[src/rtl/mem_arbiter_pkg.sv]
// Shared types and constants for the two-port main-memory line arbiter.
package mem_arbiter_pkg;

  localparam int unsigned ADDR_W = 32;
  localparam int unsigned LINE_W = 128;

  typedef enum logic [1:0] {
    ArbIdle,
    ArbBusyI,
    ArbBusyD,
    ArbAck
  } arb_state_e;

  typedef struct packed {
    logic [ADDR_W-1:0] addr;
    logic              rw;
    logic [LINE_W-1:0] wdata;
    logic              valid;
  } line_req_t;

endpackage

[src/rtl/mem_arbiter_if.sv]
// Bus bundle between the icache/dcache engines, the arbiter and main memory.
// The slave modport is the arbiter's view; master is the surrounding system.
interface mem_arbiter_if #(
  parameter int unsigned ADDR_W = mem_arbiter_pkg::ADDR_W,
  parameter int unsigned LINE_W = mem_arbiter_pkg::LINE_W
);

  logic              ic_req_valid_i;
  logic [ADDR_W-1:0] ic_req_addr_i;
  logic              ic_ack_o;
  logic [LINE_W-1:0] ic_rdata_o;

  logic              dc_req_valid_i;
  logic              dc_req_rw_i;
  logic [ADDR_W-1:0] dc_req_addr_i;
  logic [LINE_W-1:0] dc_req_wdata_i;
  logic              dc_ack_o;
  logic [LINE_W-1:0] dc_rdata_o;

  logic              mem_valid_o;
  logic              mem_rw_o;
  logic [ADDR_W-1:0] mem_addr_o;
  logic [LINE_W-1:0] mem_wdata_o;
  logic              mem_ready_i;
  logic [LINE_W-1:0] mem_rdata_i;

  modport slave (
    input  ic_req_valid_i, ic_req_addr_i,
    output ic_ack_o, ic_rdata_o,
    input  dc_req_valid_i, dc_req_rw_i, dc_req_addr_i, dc_req_wdata_i,
    output dc_ack_o, dc_rdata_o,
    output mem_valid_o, mem_rw_o, mem_addr_o, mem_wdata_o,
    input  mem_ready_i, mem_rdata_i
  );

  modport master (
    output ic_req_valid_i, ic_req_addr_i,
    input  ic_ack_o, ic_rdata_o,
    output dc_req_valid_i, dc_req_rw_i, dc_req_addr_i, dc_req_wdata_i,
    input  dc_ack_o, dc_rdata_o,
    input  mem_valid_o, mem_rw_o, mem_addr_o, mem_wdata_o,
    output mem_ready_i, mem_rdata_i
  );

endinterface

[src/rtl/mem_arbiter_sat_counter.sv]
// Saturating up-counter with synchronous clear; clear wins over increment.
module mem_arbiter_sat_counter #(
  parameter int unsigned Max   = 4,
  parameter int unsigned Width = $clog2(Max + 1)
) (
  input  logic             clk_i,
  input  logic             rst_i,
  input  logic             clr_i,
  input  logic             inc_i,
  output logic [Width-1:0] cnt_o
);

  logic [Width-1:0] cnt_q, cnt_d;

  // Next count: clear, else step up unless already at Max.
  always_comb begin
    cnt_d = cnt_q;
    if (clr_i) begin
      cnt_d = '0;
    end else if (inc_i && (cnt_q != Width'(Max))) begin
      cnt_d = cnt_q + 1'b1;
    end
  end

  // Count register with synchronous reset.
  always_ff @(posedge clk_i) begin
    if (rst_i) begin
      cnt_q <= '0;
    end else begin
      cnt_q <= cnt_d;
    end
  end

  assign cnt_o = cnt_q;

endmodule

[src/rtl/mem_arbiter.sv]
// Serialises icache/dcache line transactions onto one memory port. The dcache
// wins ties until the icache has watched STARVE_MAX dcache grants go by.
module mem_arbiter #(
  parameter int unsigned ADDR_W     = mem_arbiter_pkg::ADDR_W,
  parameter int unsigned LINE_W     = mem_arbiter_pkg::LINE_W,
  parameter int unsigned STARVE_MAX = 4
) (
  input  logic         clk_i,
  input  logic         rst_i,
  mem_arbiter_if.slave bus,
  output logic [31:0]  no_ic_grant_o,
  output logic [31:0]  no_dc_grant_o,
  output logic [31:0]  no_conflict_o
);

  import mem_arbiter_pkg::*;

  localparam int unsigned StarveW = $clog2(STARVE_MAX + 1);

  arb_state_e        state_q, state_d;
  logic              mem_valid_q, mem_valid_d;
  logic              mem_rw_q, mem_rw_d;
  logic [ADDR_W-1:0] mem_addr_q, mem_addr_d;
  logic [LINE_W-1:0] mem_wdata_q, mem_wdata_d;
  logic              ic_ack_q, ic_ack_d;
  logic              dc_ack_q, dc_ack_d;
  logic [LINE_W-1:0] ic_rdata_q, ic_rdata_d;
  logic [LINE_W-1:0] dc_rdata_q, dc_rdata_d;
  logic [31:0]       ic_cnt_q, ic_cnt_d;
  logic [31:0]       dc_cnt_q, dc_cnt_d;
  logic [31:0]       cf_cnt_q, cf_cnt_d;

  logic               in_idle;
  logic               starve_full;
  logic               grant_d;
  logic               grant_i;
  logic               starve_inc;
  logic               starve_clr;
  logic [StarveW-1:0] starve_cnt;

  // Grant decision; only meaningful in IDLE, the two grants are exclusive.
  always_comb begin
    in_idle     = (state_q == ArbIdle);
    starve_full = (starve_cnt == StarveW'(STARVE_MAX));
    grant_d     = in_idle && bus.dc_req_valid_i && (!bus.ic_req_valid_i || !starve_full);
    grant_i     = in_idle && bus.ic_req_valid_i && (!bus.dc_req_valid_i || starve_full);
    starve_inc  = grant_d && bus.ic_req_valid_i;
    // Idle with no icache request also clears, which covers a dcache-only grant.
    starve_clr  = grant_i || (in_idle && !bus.ic_req_valid_i);
  end

  mem_arbiter_sat_counter #(
    .Max   (STARVE_MAX),
    .Width (StarveW)
  ) u_starve_cnt (
    .clk_i (clk_i),
    .rst_i (rst_i),
    .clr_i (starve_clr),
    .inc_i (starve_inc),
    .cnt_o (starve_cnt)
  );

  // FSM next state, memory request registers, acks, rdata and statistics.
  always_comb begin
    state_d     = state_q;
    mem_valid_d = mem_valid_q;
    mem_rw_d    = mem_rw_q;
    mem_addr_d  = mem_addr_q;
    mem_wdata_d = mem_wdata_q;
    ic_ack_d    = 1'b0;
    dc_ack_d    = 1'b0;
    ic_rdata_d  = ic_rdata_q;
    dc_rdata_d  = dc_rdata_q;
    ic_cnt_d    = ic_cnt_q;
    dc_cnt_d    = dc_cnt_q;
    cf_cnt_d    = cf_cnt_q;

    if (in_idle && bus.ic_req_valid_i && bus.dc_req_valid_i) begin
      cf_cnt_d = cf_cnt_q + 32'd1;
    end

    case (state_q)
      ArbIdle: begin
        if (grant_d) begin
          state_d     = ArbBusyD;
          mem_valid_d = 1'b1;
          mem_rw_d    = bus.dc_req_rw_i;
          mem_addr_d  = bus.dc_req_addr_i;
          mem_wdata_d = bus.dc_req_wdata_i;
          dc_cnt_d    = dc_cnt_q + 32'd1;
        end else if (grant_i) begin
          state_d     = ArbBusyI;
          mem_valid_d = 1'b1;
          mem_rw_d    = 1'b0;
          mem_addr_d  = bus.ic_req_addr_i;
          mem_wdata_d = '0;
          ic_cnt_d    = ic_cnt_q + 32'd1;
        end
      end
      ArbBusyI: begin
        if (bus.mem_ready_i) begin
          state_d     = ArbAck;
          mem_valid_d = 1'b0;
          ic_rdata_d  = bus.mem_rdata_i;
          ic_ack_d    = 1'b1;
        end
      end
      ArbBusyD: begin
        if (bus.mem_ready_i) begin
          state_d     = ArbAck;
          mem_valid_d = 1'b0;
          dc_rdata_d  = bus.mem_rdata_i;
          dc_ack_d    = 1'b1;
        end
      end
      ArbAck: begin
        state_d = ArbIdle;
      end
      default: begin
        state_d = ArbIdle;
      end
    endcase
  end

  // All state in one register bank; reset abandons any in-flight transaction.
  always_ff @(posedge clk_i) begin
    if (rst_i) begin
      state_q     <= ArbIdle;
      mem_valid_q <= 1'b0;
      mem_rw_q    <= 1'b0;
      mem_addr_q  <= '0;
      mem_wdata_q <= '0;
      ic_ack_q    <= 1'b0;
      dc_ack_q    <= 1'b0;
      ic_rdata_q  <= '0;
      dc_rdata_q  <= '0;
      ic_cnt_q    <= '0;
      dc_cnt_q    <= '0;
      cf_cnt_q    <= '0;
    end else begin
      state_q     <= state_d;
      mem_valid_q <= mem_valid_d;
      mem_rw_q    <= mem_rw_d;
      mem_addr_q  <= mem_addr_d;
      mem_wdata_q <= mem_wdata_d;
      ic_ack_q    <= ic_ack_d;
      dc_ack_q    <= dc_ack_d;
      ic_rdata_q  <= ic_rdata_d;
      dc_rdata_q  <= dc_rdata_d;
      ic_cnt_q    <= ic_cnt_d;
      dc_cnt_q    <= dc_cnt_d;
      cf_cnt_q    <= cf_cnt_d;
    end
  end

  assign bus.mem_valid_o = mem_valid_q;
  assign bus.mem_rw_o    = mem_rw_q;
  assign bus.mem_addr_o  = mem_addr_q;
  assign bus.mem_wdata_o = mem_wdata_q;
  assign bus.ic_ack_o    = ic_ack_q;
  assign bus.dc_ack_o    = dc_ack_q;
  assign bus.ic_rdata_o  = ic_rdata_q;
  assign bus.dc_rdata_o  = dc_rdata_q;
  assign no_ic_grant_o   = ic_cnt_q;
  assign no_dc_grant_o   = dc_cnt_q;
  assign no_conflict_o   = cf_cnt_q;

endmodule

[src/flat_wrapper.sv]
// flat-port wrapper written by rule: the top's interface ports become plain ports
module mem_arbiter_flat import mem_arbiter_pkg::*;
#(
  parameter int unsigned ADDR_W     = mem_arbiter_pkg::ADDR_W,
  parameter int unsigned LINE_W     = mem_arbiter_pkg::LINE_W,
  parameter int unsigned STARVE_MAX = 4
)
  (clk_i, rst_i, no_ic_grant_o, no_dc_grant_o, no_conflict_o, bus_ic_req_valid_i, bus_ic_req_addr_i, bus_ic_ack_o, bus_ic_rdata_o, bus_dc_req_valid_i, bus_dc_req_rw_i, bus_dc_req_addr_i, bus_dc_req_wdata_i, bus_dc_ack_o, bus_dc_rdata_o, bus_mem_valid_o, bus_mem_rw_o, bus_mem_addr_o, bus_mem_wdata_o, bus_mem_ready_i, bus_mem_rdata_i);
  mem_arbiter_if #(.ADDR_W(ADDR_W), .LINE_W(LINE_W)) bus_i ();
  input  logic clk_i;
  input  logic rst_i;
  output logic [31:0] no_ic_grant_o;
  output logic [31:0] no_dc_grant_o;
  output logic [31:0] no_conflict_o;
  input wire logic [$bits(bus_i.ic_req_valid_i)-1:0] bus_ic_req_valid_i;
  input wire logic [$bits(bus_i.ic_req_addr_i)-1:0] bus_ic_req_addr_i;
  output wire logic [$bits(bus_i.ic_ack_o)-1:0] bus_ic_ack_o;
  output wire logic [$bits(bus_i.ic_rdata_o)-1:0] bus_ic_rdata_o;
  input wire logic [$bits(bus_i.dc_req_valid_i)-1:0] bus_dc_req_valid_i;
  input wire logic [$bits(bus_i.dc_req_rw_i)-1:0] bus_dc_req_rw_i;
  input wire logic [$bits(bus_i.dc_req_addr_i)-1:0] bus_dc_req_addr_i;
  input wire logic [$bits(bus_i.dc_req_wdata_i)-1:0] bus_dc_req_wdata_i;
  output wire logic [$bits(bus_i.dc_ack_o)-1:0] bus_dc_ack_o;
  output wire logic [$bits(bus_i.dc_rdata_o)-1:0] bus_dc_rdata_o;
  output wire logic [$bits(bus_i.mem_valid_o)-1:0] bus_mem_valid_o;
  output wire logic [$bits(bus_i.mem_rw_o)-1:0] bus_mem_rw_o;
  output wire logic [$bits(bus_i.mem_addr_o)-1:0] bus_mem_addr_o;
  output wire logic [$bits(bus_i.mem_wdata_o)-1:0] bus_mem_wdata_o;
  input wire logic [$bits(bus_i.mem_ready_i)-1:0] bus_mem_ready_i;
  input wire logic [$bits(bus_i.mem_rdata_i)-1:0] bus_mem_rdata_i;
  assign bus_i.ic_req_valid_i = bus_ic_req_valid_i;
  assign bus_i.ic_req_addr_i = bus_ic_req_addr_i;
  assign bus_ic_ack_o = bus_i.ic_ack_o;
  assign bus_ic_rdata_o = bus_i.ic_rdata_o;
  assign bus_i.dc_req_valid_i = bus_dc_req_valid_i;
  assign bus_i.dc_req_rw_i = bus_dc_req_rw_i;
  assign bus_i.dc_req_addr_i = bus_dc_req_addr_i;
  assign bus_i.dc_req_wdata_i = bus_dc_req_wdata_i;
  assign bus_dc_ack_o = bus_i.dc_ack_o;
  assign bus_dc_rdata_o = bus_i.dc_rdata_o;
  assign bus_mem_valid_o = bus_i.mem_valid_o;
  assign bus_mem_rw_o = bus_i.mem_rw_o;
  assign bus_mem_addr_o = bus_i.mem_addr_o;
  assign bus_mem_wdata_o = bus_i.mem_wdata_o;
  assign bus_i.mem_ready_i = bus_mem_ready_i;
  assign bus_i.mem_rdata_i = bus_mem_rdata_i;
  mem_arbiter #(.ADDR_W(ADDR_W), .LINE_W(LINE_W), .STARVE_MAX(STARVE_MAX)) u_core (.clk_i(clk_i), .rst_i(rst_i), .bus(bus_i), .no_ic_grant_o(no_ic_grant_o), .no_dc_grant_o(no_dc_grant_o), .no_conflict_o(no_conflict_o));
endmodule
[config.mk]
export PLATFORM = sky130hd
export DESIGN_NAME = mem_arbiter_flat
export DESIGN_NICKNAME = d
export VERILOG_FILES = /design/src/rtl/mem_arbiter_pkg.sv /design/src/rtl/mem_arbiter_if.sv /design/src/rtl/mem_arbiter_sat_counter.sv /design/src/rtl/mem_arbiter.sv /design/src/flat_wrapper.sv
export SDC_FILE = /design/constraint.sdc
export NUM_CORES = 1
export LEC_CHECK = 0
export CORE_AREA = 8 8 318 320
export CTS_BUF_LIST = sky130_fd_sc_hd__clkbuf_4
export DETAILED_ROUTE_END_ITERATION = 12
export DIE_AREA = 0 0 326 328
export GPL_TIMING_DRIVEN = 0
export PLACE_DENSITY = 0.43
export SYNTH_ARGS = -nofsm -noshare
export SYNTH_HDL_FRONTEND = slang
export SYNTH_SLANG_ARGS = --single-unit
[constraint.sdc]
create_clock -name clk_i -period 2.39 [get_ports clk_i]
set_clock_uncertainty 0.15 [all_clocks]
set_input_delay 0.478 -clock clk_i [delete_from_list [all_inputs] [get_ports clk_i]]
set_output_delay 0.478 -clock clk_i [all_outputs]
set_load 0.005 [all_outputs]
== Word-level counts from Yosys, hierarchy flattened ==
Index checks and enable logic that the tools add are counted.

* Add/sub/neg operators: 4
* Equality and inequality tests: 7
* Multiplexer cells: 15
* Bitwise operators: 3
* Reduce and logical (&&, ||, !) cells: 28

{| class="wikitable"
|+ Operators with widths
! cell !! number
|-
| $mux 128 || 2
|-
| $add 32x1->32 const B || 3
|-
| $mux 32 || 2
|-
| $reduce_and 2->1 || 5
|-
| $logic_and 1x1->1 || 8
|-
| $reduce_or 2->1 || 4
|-
| $mux 1 || 6
|-
| $mux 2 || 3
|-
| $ne 3x3->1 const B || 2
|-
| $pmux 2 s3 || 1
|-
| $reduce_and 3->1 || 2
|-
| $eq 2x2->1 const B || 2
|-
| $reduce_bool 2->1 || 2
|-
| $add 3x1->3 const B || 1
|-
| $eq 3x3->1 const B || 1
|-
| $logic_not 1->1 || 3
|-
| $logic_or 1x1->1 || 3
|-
| $not 1->1 || 3
|-
| $eq 2x1->1 const B || 1
|-
| $logic_not 2->1 || 1
|-
| $ne 2x1->1 const B || 1
|-
| $pmux 1 s2 || 1
|}

* Bits of input ports: 326
* Register bits after elaboration: 521
* Output and inout bits: 516
* Word-level logic and storage cells: 70

== Longest topological paths before layout ==
Gate-level depths: netlist of run 1.

* Word-level depth: 6
* Mapped depth: 8
* Depth with buffers taken out: 6

== Modules after synthesis ==
From an unflattened synthesis of run 1, not the netlist that was laid out.

* Cell total of the unflattened synthesis: 2338
* Area total of the unflattened synthesis: 19452.4 um^2

{| class="wikitable"
|+ By module, submodules not included
! module !! times used !! area an instance (um^2) !! cells each
|-
| mem_arbiter || 1 || 19263.5 || 2321
|-
| mem_arbiter_sat_counter || 1 || 188.9 || 17
|}

== Worst setup path before layout of run 1 ==
Ideal clock, no wire load.

* Path type: register to register
* From: register u_core.state_q[0]
* To: register u_core.cf_cnt_q[31] (netlist: u_core.no_conflict_o[31])
* Cell stages (with the launch flop): 8
* Required time: 2119 ps
* Path buffers: 1
* Period minus slack after synthesis: 2269 ps
* Library setup time: 121 ps
* Data arrival time: 1998 ps
* Path slack: 121 ps
* Path through: dfxtp_1 -> inv_1 -> ha_1 -> nand4_4 -> or4_1 -> buf_2 -> nor4_1 -> mux2_2

* Longest elaborated chain between the ends: 3

{| class="wikitable"
|+ RTL lines
! item !! line !! source
|-
| start: declaration || mem_arbiter.sv:20 || <nowiki>arb_state_e state_q, state_d;</nowiki>
|-
| start signal: assignment || mem_arbiter.sv:128 || <nowiki>state_q <= ArbIdle;</nowiki>
|-
| start signal: assignment || mem_arbiter.sv:141 || <nowiki>state_q <= state_d;</nowiki>
|-
| $logic_not 2->1 || mem_arbiter.sv:43 || <nowiki>in_idle = (state_q == ArbIdle);</nowiki>
|-
| $logic_and 1x1->1 (2 in a row) || mem_arbiter.sv:78 || <nowiki>if (in_idle && bus.ic_req_valid_i && bus.dc_req_valid_i) begin</nowiki>
|-
| end signal: assignment || mem_arbiter.sv:152 || <nowiki>cf_cnt_q <= cf_cnt_d;</nowiki>
|-
| end: declaration || mem_arbiter.sv:31 || <nowiki>logic [31:0] cf_cnt_q, cf_cnt_d;</nowiki>
|}

No other way between the ends.
A chain may end at the register's enable or synchronous reset.

== Worst setup path after layout of run 1 ==
* From: register u_core.dc_cnt_q[6] (netlist: u_core.no_dc_grant_o[6])
* To: register u_core.dc_cnt_q[24] (netlist: u_core.no_dc_grant_o[24])

* Longest elaborated chain between the ends: 1

{| class="wikitable"
|+ RTL lines
! item !! line !! source
|-
| start: declaration || mem_arbiter.sv:30 || <nowiki>logic [31:0] dc_cnt_q, dc_cnt_d;</nowiki>
|-
| start signal: assignment || mem_arbiter.sv:151 || <nowiki>dc_cnt_q <= dc_cnt_d;</nowiki>
|-
| $add 32x1->32 || mem_arbiter.sv:90 || <nowiki>dc_cnt_d = dc_cnt_q + 32'd1;</nowiki>
|}

No other way between the ends.

==> run summary, run 1 <==
Final period util: 96.9%
FF-to-FF setup slack: 70 ps
Core Util, Final: 35.7%
Post-Syn Area: 0.0194 mm²
Gr ovfl total: 0
Number of flops mapped to enable cells by yosys: 0
WL final: 119000 µm
Reg-to-reg startpoint: u_core.no_dc_grant_o[6]
Initial Util: 20.2%
Crit Path Max Fanout: 7
CP startpoint kind: flop
Maximum VDD drop: 0.000360 V
Multi-input gate area: 0.00833 mm²
Leakage: 13.8 nW
GR peak layer: met2
NetSw: 9.40 mW
Pre-Repair DR Iteration Count: 5
Post-Syn Instances: 2336
Comb power frac: 27.9%
Min-delay src: rst_i
Yosys warning count: 0
Clk buf depth: 3
Die span in y: 328 µm
Final-report max-slew violation count: 0
Hold EP: u_core.no_ic_grant_o[19]
Global placer's final weighted congestion: 0.849
Req. time, crit path: 3160 ps
H-tree Lvls: 4
Main area contributors after synthesis: dfxtp_1, nand2_1, a21oi_1
DRT iter0 DRCs: 1210
Flop pwr share: 39.0%
Dpl hpwl: 92200 µm
Power Internal: 17.7 mW
Final Hold Vio Count: 0
Post-synthesis async set-or-reset flop share: 0%
Reg-to-reg critical path endpoint: u_core.no_dc_grant_o[24]
Fillers: 10300
Later-pin clock latency in the skew report: 1030 ps
Setup_tns: 0 ps
Least-Margin Pin Slew: 1030 ps
Largest net degree at the start of global routing: 20
Worst Path Arrival: 3090 ps
Power density cells: 792 mW/mm²
M3 GR Usage: 7.98%
Hold path cells: 4
Sequential area share after synthesis: 53.7%
Synth unique cells: 41
Row cnt: 114
Crit end category: flop
CTS Buf Count: 160
Area leader, netlist: dfxtp_1
Max-Cap Viols: 0
Drt via density: 4.47
Area share of the largest cell type after synthesis: 53.7%
IO Pins: 842
Seq cells post-synth: 521
Most frequent cell after synthesis: nand2_1
WS Path Type: reg -> reg
Clk sinks: 521
Met1 GRT Util: 23.2%
Share of cells above drive strength 1: 29.2%
Area growth syn-to-layout: 76.7%
Synth Net Count: 2672
Crit path time final: 2320 ps
Fmax: 432 MHz
Mean routed wirelength per cell: 23.2 µm
First-pass GRT wire length: 169000 µm
Most common flop cell mapped by yosys: dfxtp_1
Initial antenna violation count: 19
Drt drc: 0
Antenna Nets Post-Route: 0
Vias: 22900
CORE AREA: 0.0960 mm²
Max_slew headroom: 31.1%
Placed Cells: 4451
Clock Pin Slew Worst Setup and Hold Paths: 70 ps
Die extent in x: 326 µm
Clk root buf: clkbuf_4
CTS tree: done
Port bufs: 839
Global-route total usage across every layer: 21.2%
Worst r2r path cells: 6
Status: completed
Vias in the first global route: 23200
Clock Power Share: 33.1%
Non-Filler Instances: 5136
Nets: 4081
Top cells by count, synth: nand2_1, dfxtp_1, a21oi_1
Pwr Total: 27.1 mW
Syn Area/Cell: 8.31 µm²
Met2 Use GR: 37.9%
Sw Ratio: 34.6%
Final hold slack: 177 ps
Min-delay worst type: in -> reg
Reg area: 0.0108 mm²
Die footprint: 0.107 mm²
Final setup vio count: 0
## power by group through the flow
| stage | clock (mW) | sequential [mW] | combinational (mW) |
|---|---|---|---|
| floorplan | 0 | 10.7 | 2.72 |
| global placement | 0 | 10.7 | 7.82 |
| detailed placement | 0 | 10.7 | 7.81 |
| CTS | 9.35 | 10.6 | 7.72 |
| global route | 9.85 | 10.7 | 8.22 |
| finish | 8.98 | 10.6 | 7.57 |
## critical path, stage by stage, from the launching register on
cell and delay (ps):
dfxtp_4 360, buf_4 130, nand4_1 150, or4_4 630, buf_4 160, or4_1 470, a21oi_1 160
## metrics by stage
stage | worst slack [ps] | cell area, µm²
detailed placement | -1090 | 29400
global route | -15.9 | 34300
global placement | -997 | 29400
floorplan | 121 | 19400
CTS | -59.1 | 34100
finish | 74.9 | 34300
## worst max path at each step
stage	start	slack (ps)	cells after the start	to
final	u_core.no_dc_grant_o[6]	70	6	u_core.no_dc_grant_o[24]
after detailed placement	bus_dc_req_valid_i	-1090	7	u_core.bus.mem_addr_o[13]
after global routing	u_core.no_conflict_o[18]	-20	1	no_conflict_o[18]
after CTS	u_core.state_q[1]	-60	7	u_core.no_conflict_o[31]
after floorplan	u_core.state_q[0]	120	7	u_core.no_conflict_o[31]
after global placement	bus_mem_ready_i	-1000	6	u_core.bus.dc_rdata_o[45]
## registers in the layout, summed over array words and instances (netlist names)
name / cells
u_core.no_conflict_o: 32
u_core.bus.mem_addr_o: 32
u_core.bus.dc_rdata_o: 128
u_core.bus.mem_valid_o: 1
u_core.bus.ic_ack_o: 1
u_core.u_starve_cnt.cnt_o: 3
u_core.bus.ic_rdata_o: 128
u_core.state_q: 2
u_core.bus.dc_ack_o: 1
u_core.no_ic_grant_o: 32
u_core.no_dc_grant_o: 32
u_core.bus.mem_rw_o: 1
u_core.bus.mem_wdata_o: 128
## routing by layer
| layer | vias to the layer above | wire length, µm |
|---|---|---|
| met2 | 901 | 60100 |
| met1 | 10900 | 45900 |
| met5 | - | 36 |
| li1 | 11000 | - |
| met4 | 6 | 3270 |
| met3 | 172 | 9700 |
## placed cells by master (no fill, tap or decap), types with 129 or more instances in the layout
master / Yosys / final
a22oi_1: 129 / 129
a21oi_1: 319 / 318
buf_2: 6 / 352
clkdlybuf4s50_1: 0 / 323
dlygate4sd3_1: 0 / 339
nor2_1: 206 / 206
nand2_1: 614 / 613
dfxtp_2: 0 / 169
dfxtp_1: 521 / 297
clkbuf_4: 0 / 224
## final cells by class
type / count / area share, %
Antenna cell: 20 / 0.146
Buffer: 180 / 2.42
Clock buffer: 216 / 4.73
Clock inverter: 41 / 0.945
Inverter: 23 / 0.259
Multi-Input combinational cell: 1607 / 24.3
Sequential cell: 521 / 31.6
Tap cell: 1276 / 4.66
Timing Repair Buffer: 1252 / 30.9
## timing repair
| action | in CTS | in global routing |
|---|---|---|
| hold buffers | 341 | 1 |
| endpoints found under the setup margin | 987 | 165 |
| pin swaps | 8 | 8 |
| buffers inserted | 65 | 7 |
| gates resized for setup | 2388 | 60 |
| endpoints found under the hold margin | 478 | 9 |
## cell families after synthesis
kind of cell / count (synthesis) / share of synthesized area (%)
fa+ha+maj: 10 / 0.645
compound gates: 543 / 16.9
simple gates: 1014 / 22.5
xor+xnor: 24 / 1.08
mux: 16 / 0.916
flops: 521 / 53.7
buf+inv: 208 / 4.18
No activity file was read; power rests on OpenSTA's default activity.
==> inputs of run 2 (changes only) <==
- RECOVER_POWER: not set -> 100
==> run 2 against run 1 <==
Net effect: critical path depth unchanged; cell area about the same; worst hold slack about the same; power about the same; critical path type unchanged; largest cell class unchanged; largest power group unchanged.
==> run summary, run 2 (synthesized netlist as in run 1, its figures left out) <==
Vias: 22900 (about the same)
Nets: 4081 (unchanged)
Row cnt: 114 (unchanged)
Least-Margin Pin Slew: 1020 ps (was 1030 ps)
Drt drc: 0 (unchanged)
Clock Pin Slew Worst Setup and Hold Paths: 70 ps (about the same)
WL final: 119000 µm (about the same)
Final hold slack: 177 ps (about the same)
Commonest non-fill, non-tap cell in the layout: nand2_1 (unchanged)
CORE AREA: 0.0960 mm² (unchanged)
Final setup vio count: 0 (unchanged)
Worst Path Arrival: 3080 ps (was 3090 ps)
Global-route total usage across every layer: 21.2% (unchanged)
Final Hold Vio Count: 0 (unchanged)
DRT iter0 DRCs: 1217 (was 1210)
Global placer's final weighted congestion: 0.849 (unchanged)
Drt via density: 4.46 (was 4.47)
Port bufs: 839 (unchanged)
Largest net degree at the start of global routing: 20 (unchanged)
Max-Cap Viols: 0 (unchanged)
Mean routed wirelength per cell: 23.2 µm (about the same)
Maximum VDD drop: 0.000361 V (was 0.000360 V)
Initial antenna violation count: 19 (unchanged)
Flop pwr share: 39.0% (about the same)
Comb power frac: 27.9% (about the same)
Req. time, crit path: 3160 ps (about the same)
Later-pin clock latency in the skew report: 1050 ps (was 1030 ps)
Area growth syn-to-layout: 76.6% (was 76.7%)
Dpl hpwl: 92200 µm (unchanged)
Final worst slack: 80.3 ps (was 74.9 ps)
Final period util: 96.6% (was 96.9%)
Place WS: -1090 ps (unchanged)
Pwr Total: 27.1 mW (about the same)
Pre-Repair DR Iteration Count: 5 (unchanged)
Vias in the first global route: 23200 (unchanged)
Gr ovfl total: 0 (unchanged)
CTS tree: done (unchanged)
Die extent in x: 326 µm (unchanged)
Final Cell Area: 0.0343 mm² (about the same)
Initial Util: 20.2% (unchanged)
IO Pins: 842 (unchanged)
Crit Path Max Fanout: 7 (unchanged)
Clk root buf: clkbuf_4 (unchanged)
First-pass GRT wire length: 169000 µm (unchanged)
CP startpoint kind: flop (unchanged)
Post-DP Area: 0.0294 mm² (unchanged)
Status: completed (unchanged)
Fillers: 10300 (about the same)
Final-report max-slew violation count: 0 (unchanged)
Max_slew headroom: 31.7% (was 31.1%)
Power Internal: 17.7 mW (about the same)
Fmax: 433 MHz (was 432 MHz)
NetSw: 9.40 mW (about the same)
Crit end category: flop (unchanged)
Die span in y: 328 µm (unchanged)
Share of cells above drive strength 1: 29.1% (was 29.2%)
Sw Ratio: 34.6% (about the same)
Min-delay worst type: in -> reg (unchanged)
Clock Power Share: 33.1% (about the same)
H-tree Lvls: 4 (unchanged)
Clk sinks: 521 (unchanged)
Die footprint: 0.107 mm² (unchanged)
Most frequent cells in the layout: nand2_1, buf_2, dlygate4sd3_1 (unchanged)
Clk buf depth: 3 (unchanged)
Antenna Nets Post-Route: 0 (unchanged)
WS Path Type: reg -> reg (unchanged)
Core Util, Final: 35.7% (about the same)
Power density cells: 792 mW/mm² (about the same)
CTS Buf Count: 160 (unchanged)
Leakage: 13.8 nW (about the same)
Crit path time final: 2310 ps (was 2320 ps)
==> run 2: repair_timing <==
item	CTS	global route
hold buffers	341	1
setup endpoints to repair	987	165
gates resized for setup	2388	60
hold endpoints to repair	478	9
pin swaps	8	8
setup buffers	65	7
==> run 2: final cells by class <==
cell class | instances | area [µm²] | share of cell area, %
flip-flops and latches | 521 | 10800 | 31.7
repair buffers | 1252 | 10600 | 30.9
multi-input cells | 1607 | 8320 | 24.3
clock buffers | 216 | 1620 | 4.73
well taps | 1276 | 1600 | 4.66
plain buffers | 180 | 831 | 2.42
clock inverters | 41 | 324 | 0.946
inverters | 23 | 88.8 | 0.259
diodes | 19 | 47.5 | 0.139
==> run 2: final timing paths <==
kind                                           startpoint                         to  slack [ps]  depth (start not counted)
worst max-delay path              u_core.no_dc_grant_o[6]   u_core.no_dc_grant_o[24]          80                          6
worst min-delay path                                rst_i   u_core.no_ic_grant_o[19]         180                          4
worst max register to register    u_core.no_dc_grant_o[6]   u_core.no_dc_grant_o[24]          80                          6
worst min register to register  u_core.bus.dc_rdata_o[22]  u_core.bus.dc_rdata_o[22]         300                          2
==> run 2: worst max-delay path: stages (launching register included) <==
cell and delay (ps):
dfxtp_4 360, buf_4 130, nand4_1 150, or4_4 630
buf_4 160, or4_1 470, a21oi_1 160
==> run 2: power by group through the flow <==
stage | combinational (mW) | sequential, mW | clock (mW)
floorplan | 2.72 | 10.7 | 0
global placement | 7.82 | 10.7 | 0
detailed placement | 7.81 | 10.7 | 0
CTS | 7.72 | 10.6 | 9.35
global route | 8.22 | 10.7 | 9.85
finish | 7.57 | 10.6 | 8.99
==> run 2: per-layer routing <==
layer / track usage, % / up-vias / wire (µm)
li1: - / 11000 / -
met1: 23.2 / 10900 / 46200
met2: 37.9 / 882 / 60200
met3: 7.98 / 176 / 9420
met4: 6.63 / 6 / 3300
met5: 0 / - / 36
==> run 2: through the flow <==
step | TNS, ps | instances
floorplan | 0 | 2336
global placement | -404000 | 4451
detailed placement | -414670 | 4451
CTS | -77.5 | 5111
global route | -163 | 5128
finish | 0 | 5135
==> inputs of run 3 (changes only) <==
- CORE_AREA: 8 8 318 320 -> 8 8 322 324
- CTS_BUF_LIST: sky130_fd_sc_hd__clkbuf_4 -> sky130_fd_sc_hd__clkbuf_8 sky130_fd_sc_hd__clkbuf_16
- DIE_AREA: 0 0 326 328 -> 0 0 330 332
- PLACE_DENSITY: 0.43 -> 0.42
==> run 3 against run 2 <==
Net effect: count of clock-buffer cells in the layout is 133 lower; die area rose by 2.5%; sequential power hardly changed; flip-flop and latch count is the same.
==> run summary, run 3 (synthesized netlist as in run 1, its figures left out) <==
Commonest non-fill, non-tap cell in the layout: clkdlybuf4s50_1 (was nand2_1)
Later-pin clock latency in the skew report: 630 ps (was 1050 ps)
Power density cells: 882 mW/mm² (was 792 mW/mm²)
Status: completed (unchanged)
Critical Path, Cell by Cell: inv_4, ha_4, nand4_4, buf_6, or4_4, buf_8, or4_4, a21oi_2 (was buf_4, nand4_1, or4_4, buf_4, or4_1, a21oi_1)
Fmax: 428 MHz (was 433 MHz)
Max-Cap Viols: 0 (unchanged)
Crit-path most repeated cell: or4_4 (was buf_4)
CP endpoint: u_core.no_conflict_o[30] (was u_core.no_dc_grant_o[24])
RSZ-0062 raised after global routing: yes
Crit path time final: 2340 ps (was 2310 ps)
Vias in the first global route: 20500 (was 23200)
Fillers: 10700 (was 10300)
Final hold slack: 227 ps (was 177 ps)
CP startpoint kind: flop (unchanged)
Dpl hpwl: 92900 µm (was 92200 µm)
Mean routed wirelength per cell: 25.0 µm (was 23.2 µm)
Hold-fix buffers at CTS: 0 (was 341)
WL final: 116000 µm (was 119000 µm)
Final period util: 97.8% (was 96.6%)
Row cnt: 116 (was 114)
Worst r2r path cells: 8 (was 6)
Drt via density: 4.45 (was 4.46)
Leakage: 11.3 nW (was 13.8 nW)
Initial antenna violation count: 31 (was 19)
Global-route total usage across every layer: 20.1% (was 21.2%)
IO Pins: 842 (unchanged)
Req. time, crit path: 2780 ps (was 3160 ps)
Pre-Repair DR Iteration Count: 5 (unchanged)
Max_slew headroom: 30.6% (was 31.7%)
DRT iter0 DRCs: 1197 (was 1217)
Share of cells above drive strength 1: 8.48% (was 29.1%)
Final-report max-slew violation count: 0 (unchanged)
Gr ovfl total: 0 (unchanged)
Die extent in x: 330 µm (was 326 µm)
Critical path startpoint: u_core.state_q[0] (was u_core.no_dc_grant_o[6])
Clk root buf: clkbuf_16 (was clkbuf_4)
Post-DP Area: 0.0294 mm² (about the same)
Crit Path Max Fanout: 8 (was 7)
Worst Path Arrival: 2730 ps (was 3080 ps)
Global placer's final weighted congestion: 0.848 (was 0.849)
First-pass GRT wire length: 160000 µm (was 169000 µm)
CP max-delay cell: or4_4 (unchanged)
Initial Util: 19.6% (was 20.2%)
Most frequent cells in the layout: clkdlybuf4s50_1, nand2_1, dfxtp_1 (was nand2_1, buf_2, dlygate4sd3_1)
Die span in y: 332 µm (was 328 µm)
Port bufs: 839 (unchanged)
Crit end category: flop (unchanged)
Least-Margin Pin Slew: 1040 ps (was 1020 ps)
Min-delay worst type: in -> reg (unchanged)
Setup_tns: 0 ps (unchanged)
Final setup vio count: 0 (unchanged)
CTS Buf Count: 68 (was 160)
FF-to-FF setup slack: 50 ps (was 80 ps)
Area growth syn-to-layout: 66.1% (was 76.6%)
H-tree Lvls: 3 (was 4)
Drt drc: 0 (unchanged)
CTS tree: done (unchanged)
CORE AREA: 0.0990 mm² (was 0.0960 mm²)
Largest net degree at the start of global routing: 12 (was 20)
Die footprint: 0.110 mm² (was 0.107 mm²)
Place WS: -1300 ps (was -1090 ps)
Final Cell Area: 0.0322 mm² (was 0.0343 mm²)
Reg-to-reg startpoint: u_core.state_q[0] (was u_core.no_dc_grant_o[6])
Final Hold Vio Count: 0 (unchanged)
WS Path Type: reg -> reg (unchanged)
Nets: 3603 (was 4081)
Clk sinks: 521 (unchanged)
Clock Pin Slew Worst Setup and Hold Paths: 60 ps (was 70 ps)
Reg-to-reg critical path endpoint: u_core.no_conflict_o[30] (was u_core.no_dc_grant_o[24])
Vias: 20600 (was 22900)
Clk buf depth: 3 (unchanged)
Final worst slack: 51.8 ps (was 80.3 ps)
Antenna Nets Post-Route: 0 (unchanged)
Slowest cell delay on critical path: 480 ps (was 630 ps)
Maximum VDD drop: 0.000466 V (was 0.000361 V)
==> run 3: changes by cell type in the layout (fill, tap and decap cells not counted), moves of 92 or more <==
| cell | change |
|---|---|
| buf_2 | -346 |
| clkdlybuf4s50_1 | +499 |
| clkbuf_4 | -218 |
| dfxtp_1 | +199 |
| buf_4 | -92 |
| dlygate4sd3_1 | -339 |
| dfxtp_2 | -148 |
==> run 3: layout make-up <==
type / count / area, µm² / area share, %
Inverter: 23 / 91.3 / 0.283
Tap cell: 1298 / 1620 / 5.04
Buffer: 182 / 873 / 2.71
Sequential cell: 521 / 10500 / 32.5
Clock inverter: 32 / 243 / 0.753
Multi-Input combinational cell: 1607 / 8400 / 26.0
Clock buffer: 83 / 1920 / 5.95
Antenna cell: 12 / 30.0 / 0.0931
Timing Repair Buffer: 864 / 8590 / 26.6
==> run 3: routing by layer <==
metal	wire length (µm)	GRT usage, %	vias to the layer above
met5	232	0	-
met4	5930	9.30	34
met1	43200	21.5	9643
li1	-	-	9917
met3	11800	9.00	207
met2	54600	33.9	764
==> run 3: repair_timing <==
| action | in CTS | in global routing |
|---|---|---|
| resized for setup | 118 | 97 |
| pin swaps | 15 | 20 |
| setup buffers | 17 | 8 |
| setup endpoints to repair | 504 | 155 |
==> run 3: power breakdown <==
part | switching [mW] | internal (mW) | leakage (nW) | total [mW]
logic | 4.26 | 3.56 | 5.89 | 7.82
clock network | 4.22 | 5.81 | 1.13 | 10.0
registers | 0.755 | 9.83 | 4.25 | 10.6
==> run 3: critical path, delay by kind of cell (launching register included) <==
kind | cells | cell delay (ps)
flops | 1 | 350
compound gates | 1 | 140
buf+inv | 3 | 390
fa+ha+maj | 1 | 170
simple gates | 3 | 1050
==> run 3: worst min path at each step <==
stage                     cells after the start                  startpoint  slack, ps                           end
after floorplan                               2    u_core.bus.dc_rdata_o[0]        300      u_core.bus.dc_rdata_o[0]
after global placement                        2  u_core.bus.ic_rdata_o[116]        290    u_core.bus.ic_rdata_o[116]
after detailed placement                      2   u_core.bus.ic_rdata_o[77]        300     u_core.bus.ic_rdata_o[77]
after CTS                                     5          bus_ic_req_valid_i        160  u_core.u_starve_cnt.cnt_o[1]
after global routing                          5          bus_ic_req_valid_i        220  u_core.u_starve_cnt.cnt_o[1]
final                                         5          bus_ic_req_valid_i        230  u_core.u_starve_cnt.cnt_o[0]
==> run 3: stage by stage <==
stage	total power [mW]	std cells	utilization, %
6_report	28.4	4622	32.6
5_1_grt	29.9	4615	32.6
4_1_cts	29.0	4605	32.3
3_5_place_dp	18.6	4473	29.7
3_3_place_gp	18.6	4473	29.7
2_1_floorplan	13.4	2336	-
